--- src/rtl/mem_arbiter.sv ---
// mem_arbiter: round-robin arbiter that shares one memory port between two
// masters, aborting accesses the memory never acknowledges after TIMEOUT cycles.
module mem_arbiter #(
    parameter int TIMEOUT = 15
) (
    input  logic        clk,
    input  logic        rst,
    input  logic        m0_req,
    input  logic        m0_we,
    input  logic [31:0] m0_addr,
    input  logic [31:0] m0_wdata,
    output logic        m0_gnt,
    output logic [31:0] m0_rdata,
    output logic        m0_done,
    output logic        m0_err,
    input  logic        m1_req,
    input  logic        m1_we,
    input  logic [31:0] m1_addr,
    input  logic [31:0] m1_wdata,
    output logic        m1_gnt,
    output logic [31:0] m1_rdata,
    output logic        m1_done,
    output logic        m1_err,
    output logic        mem_read,
    output logic        mem_write,
    output logic [31:0] mem_addr,
    output logic [31:0] mem_wdata,
    input  logic [31:0] mem_rdata,
    input  logic        mem_ready
);
    typedef enum logic [1:0] {IDLE, ACCESS, DONE} state_t;

    localparam logic [7:0] CNT_LAST = 8'(TIMEOUT - 1);

    state_t      state_q, state_d;
    logic        last_q, last_d;
    logic        win_q, win_d;
    logic        we_q, we_d;
    logic        err_q, err_d;
    logic [7:0]  cnt_q, cnt_d;
    logic [31:0] addr_q, addr_d;
    logic [31:0] wdata_q, wdata_d;
    logic [31:0] rdata0_q, rdata0_d;
    logic [31:0] rdata1_q, rdata1_d;
    logic        pick;

    always_comb begin
        state_d  = state_q;
        last_d   = last_q;
        win_d    = win_q;
        we_d     = we_q;
        err_d    = err_q;
        cnt_d    = cnt_q;
        addr_d   = addr_q;
        wdata_d  = wdata_q;
        rdata0_d = rdata0_q;
        rdata1_d = rdata1_q;
        pick     = 1'b0;
        unique case (state_q)
            IDLE: begin
                if (m0_req || m1_req) begin
                    // Under contention the master that did not win last time goes.
                    pick    = (m0_req && m1_req) ? ~last_q : m1_req;
                    win_d   = pick;
                    last_d  = pick;
                    we_d    = pick ? m1_we : m0_we;
                    addr_d  = pick ? m1_addr : m0_addr;
                    wdata_d = pick ? m1_wdata : m0_wdata;
                    cnt_d   = 8'd0;
                    state_d = ACCESS;
                end
            end
            ACCESS: begin
                cnt_d = cnt_q + 8'd1;
                if (mem_ready) begin
                    if (!we_q && !win_q) rdata0_d = mem_rdata;
                    if (!we_q && win_q) rdata1_d = mem_rdata;
                    err_d   = 1'b0;
                    state_d = DONE;
                end else if (cnt_q == CNT_LAST) begin
                    err_d   = 1'b1;
                    state_d = DONE;
                end
            end
            DONE: begin
                state_d = IDLE;
            end
            default: begin
                state_d = IDLE;
            end
        endcase
    end

    always_ff @(posedge clk or negedge rst) begin
        if (!rst) begin
            state_q  <= IDLE;
            last_q   <= 1'b1;
            win_q    <= 1'b0;
            we_q     <= 1'b0;
            err_q    <= 1'b0;
            cnt_q    <= 8'd0;
            addr_q   <= 32'd0;
            wdata_q  <= 32'd0;
            rdata0_q <= 32'd0;
            rdata1_q <= 32'd0;
        end else begin
            state_q  <= state_d;
            last_q   <= last_d;
            win_q    <= win_d;
            we_q     <= we_d;
            err_q    <= err_d;
            cnt_q    <= cnt_d;
            addr_q   <= addr_d;
            wdata_q  <= wdata_d;
            rdata0_q <= rdata0_d;
            rdata1_q <= rdata1_d;
        end
    end

    assign m0_gnt    = (state_q != IDLE) && !win_q;
    assign m1_gnt    = (state_q != IDLE) && win_q;
    assign m0_done   = (state_q == DONE) && !win_q;
    assign m1_done   = (state_q == DONE) && win_q;
    assign m0_err    = m0_done && err_q;
    assign m1_err    = m1_done && err_q;
    assign mem_read  = (state_q == ACCESS) && !we_q;
    assign mem_write = (state_q == ACCESS) && we_q;
    assign mem_addr  = addr_q;
    assign mem_wdata = wdata_q;
    assign m0_rdata  = rdata0_q;
    assign m1_rdata  = rdata1_q;

endmodule

--- config.mk ---
export PLATFORM = sky130hd
export DESIGN_NAME = mem_arbiter
export DESIGN_NICKNAME = d
export VERILOG_FILES = /design/src/rtl/mem_arbiter.sv
export SDC_FILE = /design/constraint.sdc
export NUM_CORES = 1
export LEC_CHECK = 0
export CAP_MARGIN = 20
export CELL_PAD_IN_SITES_DETAIL_PLACEMENT = 1
export CELL_PAD_IN_SITES_GLOBAL_PLACEMENT = 2
export CORE_ASPECT_RATIO = 1.4
export CORE_MARGIN = 3
export CORE_UTILIZATION = 22
export DETAILED_ROUTE_END_ITERATION = 10
export PLACE_DENSITY = 0.82
export SLEW_MARGIN = 15
export SYNTH_ARGS = -nofsm -noshare
export SYNTH_HDL_FRONTEND = slang
export SYNTH_SLANG_ARGS = --single-unit
export TNS_END_PERCENT = 30
--- constraint.sdc ---
create_clock -name clk -period 1.85 [get_ports clk]
set_clock_uncertainty 0.05 [all_clocks]
set_input_delay 0.37 -clock clk [delete_from_list [all_inputs] [get_ports clk]]
set_output_delay 0.37 -clock clk [all_outputs]
set_load 0.01 [all_outputs]
* After elaboration in Yosys (flattened, before gate mapping)
Cells that the tools add are included.
Word-level totals: logic and storage cells 53, bits in registers 142, input bits 167
Operators by class: bitwise gates (word level) 1, equal/unequal tests 5, add/sub/neg operators 1, reductions and logical operators 24, muxes and demuxes 12
Operators with widths (count):
- $mux 32 | 2
- $pmux 8 s2 | 1
- $logic_and 1x1->1 | 11
- $add 8x1->8 const B | 1
- $eq 8x4->1 const B | 1
- $mux 8 | 1
- $reduce_and 2->1 | 4
- $mux 2 | 3
- $reduce_and 3->1 | 2
- $reduce_bool 2->1 | 3
- $mux 1 | 4
- $pmux 2 s2 | 1
- $ne 3x3->1 const B | 1
- $eq 2x1->1 const B | 1
- $eq 2x2->1 const B | 1
- $logic_not 1->1 | 2
- $logic_not 2->1 | 1
- $ne 2x2->1 const B | 1
- $logic_or 1x1->1 | 1
- $not 1->1 | 1

* Longest topological paths before layout
depth in word-level cells 4, mapped depth 6

* Worst setup path after synthesis
No wires, ideal clock.
path type register -> register, start point register state_q[1], end point register rdata0_q[21] (netlist: m0_rdata[21]), library setup time 125 ps, path buffers 2, path slack 66 ps, cell stages (with the launch flop) 6, arrival time 1609 ps, path through dfrtp_1 > nand2b_2 > buf_6 > nor4b_4 > buf_6 > mux2_2
Between the ends: word-level cells in the longest chain between the ends 2
RTL lines:
- from (decl) | RTL line 35 | state_t state_q, state_d;
- from (signal assigned) | RTL line 107 | state_q <= state_d;
- $eq 2x1->1 | RTL line 59 | unique case (state_q)
- $reduce_and 3->1 (no source line)
- to (signal assigned) | RTL line 115 | rdata0_q <= rdata0_d;
- to (decl) | RTL line 43 | logic [31:0] rdata0_q, rdata0_d;
Every way passes these cells. A chain may end at the register's enable or synchronous reset.

* Worst setup path after layout
start point register state_q[1], end point register rdata0_q[2] (netlist: m0_rdata[2])
The elaborated chain is that of the path after synthesis.

==> impl_results.md <==
- Sum of internal, switching and leakage power: 17130 µW
- Vias in the first global route: 5582
- Horizontal extent of the die: 145.7 µm
- Crit Reg-Reg Startpoint: state_q[1]
- Biggest area consumer among synthesized cells: dfrtp_1
- Power per Cell Area: 1597 nW/µm²
- Clock root buffer: clkbuf_16
- Number of buffers created by CTS: 17
- Met3 routing resource usage after global routing: 3.942%
- Synthesis Warnings: 0
- Unrepaired setup endpoints after global routing: yes
- Critical path launch point: state_q[1]
- Number of clock sinks seen by CTS: 142
- Most used cells in the layout excluding fill and tap cells: clkdlybuf4s50_1, dfrtp_1, o21ai_0
- Longest Clk Path Bufs: 2
- CP Capture Type: register
- Number of buffers inserted by port buffering: 302
- Status: finished, final reports clean
- Area grow syn2layout: 78.40%
- RD Place Congestion: 0.7573
- Sequential share of the synthesized area: 59.11%
- R2R Setup Slk: 0.01 ns
- Cell types occupying the most area after synthesis: dfrtp_1, mux2_2, mux2i_1
- Critical path's largest stage delay: 0.41 ns
- Fraction of final layout cells sized beyond drive strength 1: 20.63%
- Depth of the worst register-to-register path: 6
- RR Endpoint: m0_rdata[2]
- Final Hold Slack: 0.3914 ns
- Final hold viol count: 0
- Critical path fanouts, max: 15
- Count of routing violations after the opening detailed-route iteration: 159
- Cell at the slowest stage of the critical path: dfrtp_1
- Number of DRC violations after detailed routing: 0
- Final core utilization: 39.86%
- TritonCTS clock tree: done
- Num ports: 303
- Startpoint types: register
- Number of maximum-capacitance violations: 0
- Number of cell rows: 71
- Most common cell after layout, fill and taps aside: clkdlybuf4s50_1
- Number of vias in the routed layout: 5143
- Type of the most critical hold path: input pin to asynchronous set/reset pin
- Final number of max-transition violations: 0
- Routed WL: 20680 µm
- Worst-skew pair later-pin latency: 0.42 ns
- Cell Area, Synth: 6013 µm²
- Mean area per synthesized cell: 12.32 µm²
- Initial antenna violation count: 0
- Cell type with the highest occurrence count on the critical path: buf_6
- Antenna Violating Nets Remaining: 0
- Syn_nets: 657
- DR WL/cell: 16.98 µm
- Number of instances in the synthesized netlist: 488
- Die height: 201.6 µm
- Floorplan die area: 29380 µm²
- # H-tree levels: 4
- GRT met1 Usage: 14.70%
- GRT Max-Usage Layer: met2
- Max frequency: 0.5446 GHz
- Worst ir drop on vdd: 0.6562 mV
- Nets: 1009
- Worst slew pin tran: 0.4246 ns
- First-pass GRT wire length: 31280 µm
- Maximum number of pins on one net before global-route repair: 53
- Number of fill cells: 2926
- Via density per instance: 4.222
- Count of state elements after synthesis: 142
- Timing endpoint of the critical path: m0_rdata[2]
- Unique masters post-synth: 30
- Effective utilization at floorplan: 22.34%
- Total congestion overflow: 0
- Count of final setup violators: 0
- Data arrival time of the worst path: 2.10 ns
- Cell breakdown of the critical path: buf_6 -> nand2b_4 -> nor4b_4 -> buf_6 -> buf_12 -> mux2_4
- Remaining max-slew budget at the tightest pin: 71.69%
- Fraction of the cycle the final worst path needs: 99.25%
- Placeable Area: 26920 µm²
- Number of iterations in the first detailed-routing pass: 3
- Inserted Diodes: 0
- Final sum of negative setup slack: 0 ns
- Clock-pin transition on the worst setup and hold timing paths: 0.06 ns
- Path type of the worst setup path: register to register
- GRT Total Usage: 13.65%
- Met2 global-route usage: 24.67%
- Post-layout min period: 1.836 ns
- Placed wire-length estimate: 15480 µm
- Static Leakage: 0.004616 µW
- Share of Yosys cell area claimed by the top area cell type: 58.68%
- Crit path required time: 2.11 ns
-- power by group --
group	switching, µW	leakage (µW)	internal [µW]
logic	3240	0.00256	4560
registers	828	0.00174	4590
clock network	1490	0.000318	2430
-- registers in the layout, indices dropped and copies added, names as in the netlist --
signal and flops:
we_q 1, m0_rdata 32, mem_wdata 32, last_q 1
mem_addr 32, cnt_q 8, win_q 1, m1_rdata 32
err_q 1, state_q 2
-- cells by family after synthesis --
group	count (synthesis)	share of synthesized area, %
flip-flops	142	59.11
multiplexers	131	23.14
AND/OR/NAND/NOR	99	7.262
AO/OA/AOI/OAI	84	7.283
buffers and inverters	30	2.788
adder cells (fa/ha/maj)	2	0.4161
-- cell type report --
class | instances | area (µm²) | share of cell area [%]
well taps | 365 | 456.7 | 4.257
flip-flops and latches | 142 | 3556 | 33.15
clock buffers | 18 | 429.2 | 4.000
inverters | 2 | 7.507 | 0.06998
clock inverters | 14 | 230.2 | 2.146
multi-input cells | 316 | 2420 | 22.56
repair buffers | 361 | 3628 | 33.82
-- stage by stage --
stage	setup slack, ns	std cells	cell area [µm²]
finish	0.01394	1218	10730
global route	-0.06884	1218	10730
detailed placement	-0.1062	1175	9868
global placement	-0.08411	1175	9868
CTS	-0.03394	1211	10550
floorplan	0.06579	488	6013
-- timing repair --
item	CTS	global route
setup endpoints to repair	10	7
pin swaps	3	5
resized for setup	43	27
hold buffers	1	0
buffers inserted	3	5
hold endpoints to repair	35	0
cloned	0	2
-- cells in the mapped netlist (all sizes together) --
library cell,instances
dfstp,1
a21oi,3
nor3b,1
nor2b,2
o21ai,75
a21boi,1
nand3,3
ha,2
nor3,3
buf,16
inv,2
nand4,3
nand2b,1
a31oi,2
and3,1
a22o,1
nand2,73
o31ai,2
nor4b,1
clkbuf,12
and2,3
mux2,64
nor2,7
mux2i,67
dfrtp,141
or4b,1
-- worst min path at each step --
stage / start / end
after floorplan: rst / cnt_q[0]
after global placement: rst / m1_rdata[30]
after detailed placement: rst / m1_rdata[30]
after CTS: rst / cnt_q[2]
after global routing: rst / m1_rdata[30]
final: rst / m1_rdata[30]
-- critical path: cells and delay by family, from the launching register on --
kind	cells	cell delay (ns)
mux	1	0.32
buf+inv	3	0.48
simple gates	2	0.44
flops	1	0.41
-- per-layer routing --
| layer | share of wire (%) | vias up |
|---|---|---|
| met3 | 6.4 | 24 |
| met1 | 37 | 2509 |
| met4 | 2.3 | 0 |
| li1 | - | 2408 |
| met2 | 54 | 202 |
| met5 | 0 | - |
No activity file was read; power rests on OpenSTA's default activity.
